==> config.mk <==
export PLATFORM = sky130hd
export DESIGN_NAME = mod_inverse
export DESIGN_NICKNAME = d
export VERILOG_FILES = /design/src/rtl/mod_inverse.sv
export SDC_FILE = /design/constraint.sdc
export NUM_CORES = 1
export LEC_CHECK = 0
export ABC_AREA = 1
export BUFFER_PORTS_ARGS = -buffer_cell sky130_fd_sc_hd__buf_4
export CAP_MARGIN = 25
export CORE_MARGIN = 5
export CORE_UTILIZATION = 60
export CTS_CLUSTER_DIAMETER = 150
export DETAILED_ROUTE_END_ITERATION = 6
export PLACE_DENSITY_LB_ADDON = 0.15
export SLEW_MARGIN = 20
export SYNTH_ARGS = -nofsm -noshare
export SYNTH_HDL_FRONTEND = slang
export SYNTH_SLANG_ARGS = --single-unit
==> constraint.sdc <==
create_clock -name clk -period 11.05 [get_ports clk]
set_input_delay 1.105 -clock clk [delete_from_list [all_inputs] [get_ports clk]]
set_output_delay 1.105 -clock clk [all_outputs]
set_load 0.02 [all_outputs]
==> src/rtl/mod_inverse.sv <==
// Modular inverse d = e^-1 mod totient via iterative extended Euclid with a
// bit-serial restoring divider (one quotient bit per cycle, MSB first).
module mod_inverse #(
  parameter int W = 24
) (
  input  logic         clk,
  input  logic         rst,
  input  logic         en,
  input  logic [W-1:0] e,
  input  logic [W-1:0] totient,
  output logic [W-1:0] d,
  output logic         busy,
  output logic         done,
  output logic         err
);
  localparam int CW = $clog2(W);

  typedef enum logic [2:0] {IDLE, CHECK, DIV, UPDATE, FIX, DONE} state_t;
  state_t state, state_next;

  logic [W-1:0]          old_r, r, tot, qt, rem;
  logic signed [W+1:0]   old_t, t;
  logic [CW-1:0]         cnt;

  logic [W:0]            trial;
  logic                  fits;
  logic [W-1:0]          diff;
  logic [W+1:0]          prod;
  logic signed [W+1:0]   t_new;
  logic [W-1:0]          d_neg;

  // Restoring division step: shift in the next dividend bit, subtract if it fits.
  assign trial = {rem, old_r[cnt]};
  assign fits  = (trial >= {1'b0, r});
  assign diff  = trial[W-1:0] - r;

  // Only the low W+2 bits of qt*t matter; two's complement wraps identically.
  assign prod  = {2'b00, qt} * t;
  assign t_new = old_t - $signed(prod);
  assign d_neg = old_t[W-1:0] + tot;

  always_comb begin
    state_next = state;
    case (state)
      IDLE, DONE: if (en) state_next = CHECK;
      CHECK:      state_next = (r == '0) ? FIX : DIV;
      DIV:        if (cnt == '0) state_next = UPDATE;
      UPDATE:     state_next = CHECK;
      FIX:        state_next = DONE;
      default:    state_next = IDLE;
    endcase
  end

  always_ff @(posedge clk) begin
    if (rst) begin
      state <= IDLE;
      old_r <= '0;
      r     <= '0;
      tot   <= '0;
      qt    <= '0;
      rem   <= '0;
      old_t <= '0;
      t     <= '0;
      cnt   <= '0;
      d     <= '0;
      busy  <= 1'b0;
      done  <= 1'b0;
      err   <= 1'b0;
    end else begin
      state <= state_next;
      case (state)
        IDLE, DONE: begin
          if (en) begin
            old_r <= totient;
            r     <= e;
            tot   <= totient;
            old_t <= '0;
            t     <= {{(W+1){1'b0}}, 1'b1};
            done  <= 1'b0;
            err   <= 1'b0;
            busy  <= 1'b1;
          end
        end
        CHECK: begin
          if (r != '0) begin
            rem <= '0;
            qt  <= '0;
            cnt <= CW'(W-1);
          end
        end
        DIV: begin
          rem <= fits ? diff : trial[W-1:0];
          qt  <= {qt[W-2:0], fits};
          cnt <= cnt - CW'(1);
        end
        UPDATE: begin
          old_r <= r;
          r     <= rem;
          old_t <= t;
          t     <= t_new;
        end
        FIX: begin
          busy <= 1'b0;
          done <= 1'b1;
          if (old_r != W'(1) || tot < W'(2)) begin
            d   <= '0;
            err <= 1'b1;
          end else if (old_t >= 0) begin
            d <= old_t[W-1:0];
          end else begin
            d <= d_neg;
          end
        end
        default: ;
      endcase
    end
  end
endmodule
==> key figures <==
Flow run
  • Max Cap Violations: 0

Finish
  • Fin cells: 3746
  • Most frequent cells in the layout: 950 x nand2_1, 716 x inv_1, 286 x fa_1, 234 x a21oi_1, 207 x dfxtp_1
  • NumNets Final: 3704
  • Final instance area: 24740 um^2
  • P&R area growth vs syn: 7.405%
  • Most common cell after layout, fill and taps aside: nand2_1
  • Antenna diodes: 0
  • Share of post-route cells with drive strength above 1: 5.317%

Global route
  • GR Overflow Total: 0
  • All-Layer GR Usage: 30.81%
  • Global-route wire length before repair: 106100 um
  • Initial antenna violation count: 0
  • Vias in the first global route: 20960
  • Largest net degree at the start of global routing: 94

Critical path
  • CP Max Fanout: 15
  • CP Class: flip-flop to flip-flop
  • Critical path data arrival time: 7.09 ns
  • Critical Path Start Type: flip-flop
  • Crit end category: flip-flop
  • CP startpoint: qt[3]$_SDFFE_PP0P_
  • R2r startpoint: qt[3]$_SDFFE_PP0P_
  • Worst EP required: 11.45 ns

Yosys
  • Mapped Nets: 3733
  • FF+latch count, synth: 207
  • Sequential area share after synthesis: 17.99%
  • Mapped cell area: 23030 um^2
  • Largest family of logic cells by synthesized area: adder cells
  • Synth Area in Compound Gates: 11.92%
  • Adder-cell share of the synthesized area: 33.01%
  • Synth cell types: 52
  • Post-Synthesis Mean Instance Area: 7.095 um^2
  • Mux contribution to synthesized area: 0%
  • Xor and xnor fraction of the mapped netlist area: 2.244%
  • Simple-gate share of the synthesized area: 20.37%
  • Prevailing post-synth register cell: dfxtp_1
  • Synth Instances: 3246
  • EDFF count, synth: 0
  • Synth warn: 0
  • Async S/R FF share, synth: 0%

Placement
  • # placed instances: 3700
  • Port bufs: 77
  • GP Congestion: 0.9268
  • Post-DP Area: 23810 um^2
  • HPWL after DPL: 49610 um

Floorplanning
  • Die H: 205.9 um
  • Top Ports: 78
  • Die area: 42400 um^2
  • # rows: 71
  • Width of the chip: 205.9 um
  • Core Area: 37760 um^2
  • Initial Util: 61.00%

Routing
  • Vias per std cell: 5.489
  • First-pass DRT Iterations: 6
  • Routed len/inst: 17.11 um
  • DRC violations left: 0
  • Total Wirelength: 64090 um
  • Final ANT Viol Nets: 0
  • Detailed-route via count: 20560
  • Initial DRC Count: 1718

Power
  • Switch share: 41.36%
  • Switching pwr: 1.224 mW
  • Seq pwr share: 32.0%
  • Peak supply drop: 0.0002939 V
  • Clock Power Share: 30.8%
  • Leakage: 13.26 nW
  • Comb power frac: 37.2%
  • Int Power: 1.735 mW
  • Power density over cell area: 119.6 nW/um^2

Clocking
  • Clock Path Buffers: 3
  • H-tree depth: 1
  • Root Buffer: clkbuf_16
  • CTS tree: done
  • Clock Sinks: 207
  • Hold Buf Count CTS: 0
  • CTS Buf Count: 25
  • Clk pin slew, worst setup/hold paths: 0.07 ns
  • CTS resizes: 0
  • Clock Latency Late Sink: 0.56 ns
  • Number of post-CTS setup repair buffers: 0

Timing
  • Max Slew Vio Count: 0
  • Rel. slew slack: 29.74%
  • Max Clk Rate: 149.5 MHz
  • Tcrit/Tclk final: 60.55%
  • Worst-margin pin slew: 1.054 ns
  • Min Tclk post-route: 6.691 ns
  • Final setup viols: 0
  • Sum Neg Setup Slack: 0 ns
  • RSZ-0062 raised after global routing: false
  • Final Hold Fails: 0
  • Clk_skew: 0.01210 ns

Min path
  • Hold_sp: d[15]$_SDFFE_PP0P_
  • Hold crit path type: flip-flop to flip-flop

Outcome
  • Run status: completed
[area by class of cell]
class,count,area [um^2]
clock buffer,32,701.9
clock inverter,13,196.4
fill,3365,13020
inverter,720,2703
multi-input combinational,2164,15590
sequential,207,4144
tap,511,639.4
timing repair buffer,99,763.2
[sequential cells by signal, indices dropped and copies added, names as in the netlist, 5 cells and up]
name and cells:
old_t 26, d 24, tot 24, cnt 5, rem 24, old_r 24, qt 24, t 26
r 24
[routing by layer]
metal	GRT usage [%]	part of all wire (%)	vias up
li1	-	-	9798
met4	9.862	3.2	0
met1	40.98	42	9904
met2	52.27	49	719
met5	0	0	-
met3	4.425	6.7	139
[logic make-up (layout without fill, tap and decap cells)]
family,Yosys count,count (layout)
buffers and inverters,875,864
xor gates and xnor gates,59,59
AOI/OAI and AO/OA,492,492
adders and majority gates,436,436
and+or+nand+nor,1177,1177
DFF,207,207
[power groups by stage]
stage	clock network [mW]	logic [mW]	registers, mW
2_1_floorplan	0	0.821	0.922
3_3_place_gp	0	1.06	0.955
3_5_place_dp	0	1.08	0.957
4_1_cts	0.915	1.09	0.943
5_1_grt	0.949	1.22	0.957
6_report	0.911	1.10	0.946
[critical path, stage by stage (launching register included)]
cell and delay [ns]:
dfxtp_1 0.66, buf_4 0.33, nand2_1 0.13, fa_1 0.55, fa_1 0.51, inv_1 0.06, fa_1 0.50, fa_1 0.51
inv_1 0.05, fa_1 0.52, fa_1 0.51, inv_1 0.05, fa_1 0.48, inv_1 0.05, ha_1 0.36, nand2_1 0.13
nor4_1 0.40, nand3_1 0.14, nand3_1 0.15, nand2_1 0.07, o211ai_1 0.10, a21oi_1 0.08, o21ai_0 0.11, a21oi_1 0.08
[per-stage QoR]
stage                     setup WS (ns)  utilization [%]  total power, mW  hold WS, ns
after floorplan                   5.056                -            1.743       0.4497
after global placement            4.534            63.06            2.018       0.4403
after detailed placement          4.405            63.06            2.036       0.4476
after CTS                         4.384            65.44            2.943       0.4607
after global routing              3.894            65.51            3.130       0.4795
final                             4.359            65.51            2.959       0.4571
[synth_stat cells (2+ instances only)]
| master | instances | share of area [%] |
|---|---|---|
| nand4_1 | 23 | 0.62 |
| inv_1 | 716 | 12 |
| a211oi_1 | 3 | 0.098 |
| a21o_1 | 12 | 0.39 |
| o211ai_1 | 4 | 0.13 |
| clkinv_1 | 2 | 0.033 |
| o31ai_1 | 2 | 0.065 |
| o22ai_1 | 2 | 0.054 |
| o21a_1 | 2 | 0.065 |
| a31o_2 | 2 | 0.076 |
| a21oi_1 | 235 | 5.1 |
| nand2_1 | 950 | 15 |
| nor2_1 | 84 | 1.4 |
| o21ai_2 | 5 | 0.19 |
| buf_2 | 16 | 0.35 |
| clkbuf_1 | 122 | 2.0 |
| a21boi_0 | 3 | 0.098 |
| ha_1 | 150 | 8.1 |
| dfxtp_1 | 207 | 18 |
| and2_1 | 2 | 0.054 |
| a31oi_1 | 54 | 1.5 |
| inv_2 | 2 | 0.033 |
| a32o_1 | 4 | 0.17 |
| nand3_1 | 71 | 1.5 |
| or2_2 | 7 | 0.19 |
| nand3_2 | 2 | 0.087 |
| nor4_1 | 16 | 0.43 |
| xor2_1 | 31 | 1.2 |
| o21ai_0 | 127 | 2.8 |
| nand3b_1 | 7 | 0.23 |
| xnor2_1 | 28 | 1.1 |
| o21bai_1 | 8 | 0.26 |
| a221oi_1 | 2 | 0.076 |
| o21ai_1 | 14 | 0.30 |
| a21oi_2 | 3 | 0.11 |
| nor3_1 | 13 | 0.28 |
| buf_6 | 3 | 0.15 |
| buf_1 | 13 | 0.21 |
| fa_1 | 286 | 25 |
[final timing paths]
path	end	slack [ns]	cells past startpoint
max	t[23]$_SDFFE_PP0P_	4.36	23
min	d[15]$_SDFFE_PP0P_	0.46	2
max reg2reg	t[23]$_SDFFE_PP0P_	4.36	23
min reg2reg	d[15]$_SDFFE_PP0P_	0.46	2
Power figures use the tool's default switching activity.
